**src/rtl/bcd_display_mux.sv**
```systemverilog
// Four-digit multiplexed seven-segment driver for packed BCD.
// Digits are latched once per frame so a scan never mixes two values.
module bcd_display_mux #(
   parameter int REFRESH_DIV = 4
) (
   input  logic        clk,
   input  logic        reset,
   input  logic        en,
   input  logic [15:0] digits,
   input  logic [3:0]  dp_in,
   input  logic        blank_lz,
   output logic [3:0]  an,
   output logic [6:0]  seg,
   output logic        dp,
   output logic        frame_done
);

   localparam int CW = (REFRESH_DIV > 1) ? $clog2(REFRESH_DIV) : 1;
   localparam logic [CW-1:0] DIV_LAST = CW'(REFRESH_DIV - 1);

   logic [CW-1:0] div_cnt_q, div_cnt_d;
   logic [1:0]    idx_q, idx_d;
   logic          active_q;
   logic [15:0]   shadow_q, shadow_d;
   logic [3:0]    dp_sh_q, dp_sh_d;
   logic [3:0]    an_q, an_d;
   logic [6:0]    seg_q, seg_d;
   logic          dp_q, dp_d;
   logic          fd_q;
   logic          load, wrap, blank;
   logic [3:0]    nib;

   always_comb begin
      div_cnt_d = div_cnt_q;
      idx_d     = idx_q;
      load      = 1'b0;
      wrap      = 1'b0;
      if (!active_q) begin
         div_cnt_d = '0;
         idx_d     = 2'd0;
         load      = 1'b1;
      end else if (div_cnt_q == DIV_LAST) begin
         div_cnt_d = '0;
         idx_d     = idx_q + 2'd1;
         wrap      = (idx_q == 2'd3);
         load      = wrap;
      end else begin
         div_cnt_d = div_cnt_q + 1'b1;
      end
      shadow_d = load ? digits : shadow_q;
      dp_sh_d  = load ? dp_in : dp_sh_q;
   end

   // A digit blanks only if it and every higher digit are zero with no dp.
   always_comb begin
      blank = blank_lz && (idx_d != 2'd0);
      for (int i = 0; i < 4; i++) begin
         if (i >= int'(idx_d)) begin
            if (shadow_d[4*i +: 4] != 4'd0 || dp_sh_d[i])
               blank = 1'b0;
         end
      end
   end

   always_comb begin
      nib = shadow_d[4*idx_d +: 4];
      unique case (nib)
         4'd0:    seg_d = 7'h40;
         4'd1:    seg_d = 7'h79;
         4'd2:    seg_d = 7'h24;
         4'd3:    seg_d = 7'h30;
         4'd4:    seg_d = 7'h19;
         4'd5:    seg_d = 7'h12;
         4'd6:    seg_d = 7'h02;
         4'd7:    seg_d = 7'h78;
         4'd8:    seg_d = 7'h00;
         4'd9:    seg_d = 7'h10;
         default: seg_d = 7'h3F;
      endcase
      an_d = ~(4'b0001 << idx_d);
      dp_d = ~dp_sh_d[idx_d];
      if (blank) begin
         an_d  = 4'hF;
         seg_d = 7'h7F;
         dp_d  = 1'b1;
      end
   end

   always_ff @(posedge clk) begin
      if (reset) begin
         div_cnt_q <= '0;
         idx_q     <= 2'd0;
         active_q  <= 1'b0;
         shadow_q  <= 16'h0;
         dp_sh_q   <= 4'h0;
         an_q      <= 4'hF;
         seg_q     <= 7'h7F;
         dp_q      <= 1'b1;
         fd_q      <= 1'b0;
      end else if (en) begin
         div_cnt_q <= div_cnt_d;
         idx_q     <= idx_d;
         active_q  <= 1'b1;
         shadow_q  <= shadow_d;
         dp_sh_q   <= dp_sh_d;
         an_q      <= an_d;
         seg_q     <= seg_d;
         dp_q      <= dp_d;
         fd_q      <= wrap;
      end else begin
         fd_q      <= 1'b0;
      end
   end

   assign an         = an_q;
   assign seg        = seg_q;
   assign dp         = dp_q;
   assign frame_done = fd_q;

endmodule

```
**config.mk**
```make
export PLATFORM = sky130hd
export DESIGN_NAME = bcd_display_mux
export DESIGN_NICKNAME = d
export VERILOG_FILES = /design/src/rtl/bcd_display_mux.sv
export SDC_FILE = /design/constraint.sdc
export NUM_CORES = 1
export LEC_CHECK = 0
export CORE_UTILIZATION = 50
export DETAILED_ROUTE_END_ITERATION = 10
export DONT_BUFFER_PORTS = 1
export MAX_ROUTING_LAYER = met4
export SLEW_MARGIN = 15
export SYNTH_ARGS = -nofsm -noshare
export SYNTH_HDL_FRONTEND = slang
export SYNTH_SLANG_ARGS = --single-unit
```
**constraint.sdc**
```tcl
create_clock -name clk -period 2.8 [get_ports clk]
set_clock_uncertainty 0.05 [all_clocks]
set_input_delay 0.56 -clock clk [delete_from_list [all_inputs] [get_ports clk]]
set_output_delay 0.56 -clock clk [all_outputs]
set_load 0.1 [all_outputs]
```
==> summary.txt <==
Run status
  – Status: finished, final reports clean

Cells and area
  – Final core utilization: 0.5902
  – N_diodes: 0
  – Share of cells above drive strength 1: 0.1352
  – Final nets: 313
  – Layout area overhead: 11.80%

Synthesis
  – Most frequent cells after synthesis: nand2_1, dfxtp_1, a21oi_1
  – Post-synth top area share: 0.3551
  – Syn Area/Cell: 8.053 um2
  – Cell Area, Synth: 0.002142 mm2
  – Gate Count Post-Synth: 266
  – Synth unique cells: 50
  – Synthesized Nets: 298
  – Main synth FF type: dfxtp_1
  – Post-synth EDFFs: 0
  – Largest area contributor in the netlist: dfxtp_1
  – Top post-synthesis cells by area: dfxtp_1, nand2_1, mux2i_1
  – Synth Register Bits: 38
  – Async S/R FF share, synth: 0
  – Most frequent cell after synthesis: nand2_1
  – Seq/Total Area, Yosys: 0.3551
  – Syn. warnings: 0

Timing
  – Max frequency: 0.3924 GHz
  – Count of final hold-check violations: 0
  – RSZ-0062 raised after global routing: false
  – Headroom to the max-slew limit: 0.3502
  – Slew Limit Fails: 0
  – Crit share post-route: 0.9102
  – Min Clock Period, post-route: 2.549 ns
  – Worst-margin pin slew: 0.9734 ns
  – Setup TNS: 0 ns
  – Final setup fails: 0

Die
  – Starting Density: 0.5279
  – Die span in y: 67.46 um
  – Ports: 37
  – Die Area: 0.004550 mm2
  – Rows: 23
  – CORE AREA: 0.004058 mm2
  – Die width: 67.46 um

Routing
  – # DRC: 0
  – Final ANT Viol Nets: 0
  – Post-Route M1 WL: 2583 um
  – DR iter-0 viols: 110
  – Met2 wire length: 2252 um
  – Detailed Routing Iterations Pass 1: 4
  – WL per Instance: 15.39 um
  – DR WL met3: 220 um
  – Vias: 1914
  – DR vias/cell: 5.782
  – Final wirelength: 5095 um
  – Top layer in use: met4

Pwr
  – Sw frac: 0.3157
  – Power density over the cells: 508.1 mW/mm2
  – Power Internal: 0.0008326 W
  – Portion of total power attributed to the clock network: 0.291
  – Seq pwr share: 0.559
  – P_leak: 0.9681 nW
  – Peak supply drop: 0.0003846 V
  – Logic pwr share: 0.150
  – Net switching power figure: 0.0003841 W

Job
  – Max-cap check violation count: 0

Placement
  – Detailed Place HPWL: 3741 um
  – Gpl congestion: 0.8215
  – Port bufs: 0

Clock tree
  – CTS Hold Bufs: 0
  – CTS H-Tree Depth: 2
  – Root Buffer: clkbuf_8
  – Clock buffer count from CTS: 5
  – Insertion delay to the later sink of the worst-skew pair: 0.29 ns
  – CTS Sinks: 38
  – Reg clk slew, reported paths: 0.07 ns
  – CTS tree: yes
  – Clk buf depth: 2

Worst hold path
  – Worst Hold End: shadow_q[10]
  – WHS Path Cells: 1
  – Worst Hold Class: primary input to flip-flop
  – Hold Startpoint: reset

Global routing
  – Vias in the first global route: 1760
  – GRT Overall Usage: 0.2532
  – GRT Residual Overflow: 0
  – Antenna violations before repair: 0
  – First-pass GRT wire length: 8342 um
  – Largest net degree at the start of global routing: 35

Worst setup path
  – Flop2flop setup slack: 0.25 ns
  – Critical path capture point type: flip-flop
  – WP data arrival: 2.67 ns
  – Worst Setup SP: div_cnt_q[0]
  – FF-to-FF End: seg[0]
  – Crit Reg-Reg Startpoint: div_cnt_q[0]
  – Critical path data required time: 2.92 ns
  – R2r worst-path depth: 9
  – CP Launch Type: flip-flop
  – Crit Path Category: flip-flop to flip-flop
  – CP Max Fanout: 7
what timing repair did:
item	CTS	global route
setup endpoints to repair	0	4
hold endpoints to repair	0	0
buffers inserted	0	4
gates resized for setup	0	2
power groups by stage:
| stage | clock, W | sequential, W | combinational [W] |
|---|---|---|---|
| 6_report | 0.000354 | 0.000680 | 0.000183 |
| 5_1_grt | 0.000383 | 0.000683 | 0.000206 |
| 4_1_cts | 0.000361 | 0.000680 | 0.000174 |
| 3_5_place_dp | 0 | 0.000692 | 0.000173 |
| 3_3_place_gp | 0 | 0.000691 | 0.000172 |
| 2_1_floorplan | 0 | 0.000687 | 0.000140 |
per-stage QoR:
step / setup slack [ns] / cells / hold slack, ns / power, W / area, um2
detailed placement: 0.1211 / 320 / 0.3916 / 0.0008655 / 2270
floorplan: 0.2029 / 266 / 0.3860 / 0.0008269 / 2142
global route: 0.05328 / 331 / 0.2741 / 0.001272 / 2395
finish: 0.2515 / 331 / 0.2821 / 0.001217 / 2395
CTS: 0.1107 / 327 / 0.2789 / 0.001215 / 2346
global placement: 0.1416 / 320 / 0.3859 / 0.0008629 / 2270
area by class of cell:
type	instances	area [um2]
fill	374	1663
clock buffer	7	76.32
tap	50	62.56
multi-input combinational	205	1276
timing repair buffer	24	192.7
inverter	7	26.28
sequential	38	760.7
per-layer routing:
metal  vias to the layer above  global-route usage
met1                       899              0.3408
met4                         0             0.07181
met5                         -                   -
met3                         4             0.06250
li1                        966                   -
met2                        45              0.3725
registers in the layout, indices dropped and copies added (netlist names):
| signal | cells |
|---|---|
| shadow_q | 16 |
| seg | 7 |
| an | 4 |
| dp_sh_q | 4 |
| div_cnt_q | 2 |
| idx_q | 2 |
| active_q | 1 |
| dp | 1 |
| frame_done | 1 |
worst max-delay path by stage:
stage / end / slack [ns]
after floorplan: seg[3] / 0.20
after global placement: seg[3] / 0.14
after detailed placement: seg[0] / 0.12
after CTS: seg[0] / 0.11
after global routing: seg[3] / 0.05
final: seg[0] / 0.25
cell families after synthesis:
logic type / share of synthesized area
AND/OR/NAND/NOR: 0.2336
AO/OA/AOI/OAI: 0.2056
flip-flops: 0.3551
buffers and inverters: 0.05198
multiplexers: 0.1028
adder cells (fa/ha/maj): 0.04673
XOR/XNOR: 0.004090
cells in the final DEF (no fill, tap or decap), types with 3 or more instances in the layout:
cell      synthesis  routed
nand2_1          49      49
o21bai_1          3       3
a211oi_1          3       3
clkbuf_8          0       5
buf_4             2      23
nand3b_1          6       6
ha_1              8       8
mux2i_1          16      16
nand3_1           3       3
inv_1             6       6
o22a_1            3       3
o22ai_1           6       6
nor3_1            9       9
nor2b_1           3       3
a21oi_1          27      27
nor2_1           22      22
a31oi_1           4       3
o21ai_0           7       6
dfxtp_1          38      38
nand2b_1          4       4
worst max-delay path, stage by stage (launching register included):
cell and delay, ns:
dfxtp_1 0.32, ha_1 0.25, buf_4 0.17, and2_4 0.15, o21ai_1 0.31, o221ai_1 0.21
and3_1 0.21, or3_1 0.44, nor2_1 0.23, nor3_1 0.08
(Power assumes the default switching activity.)
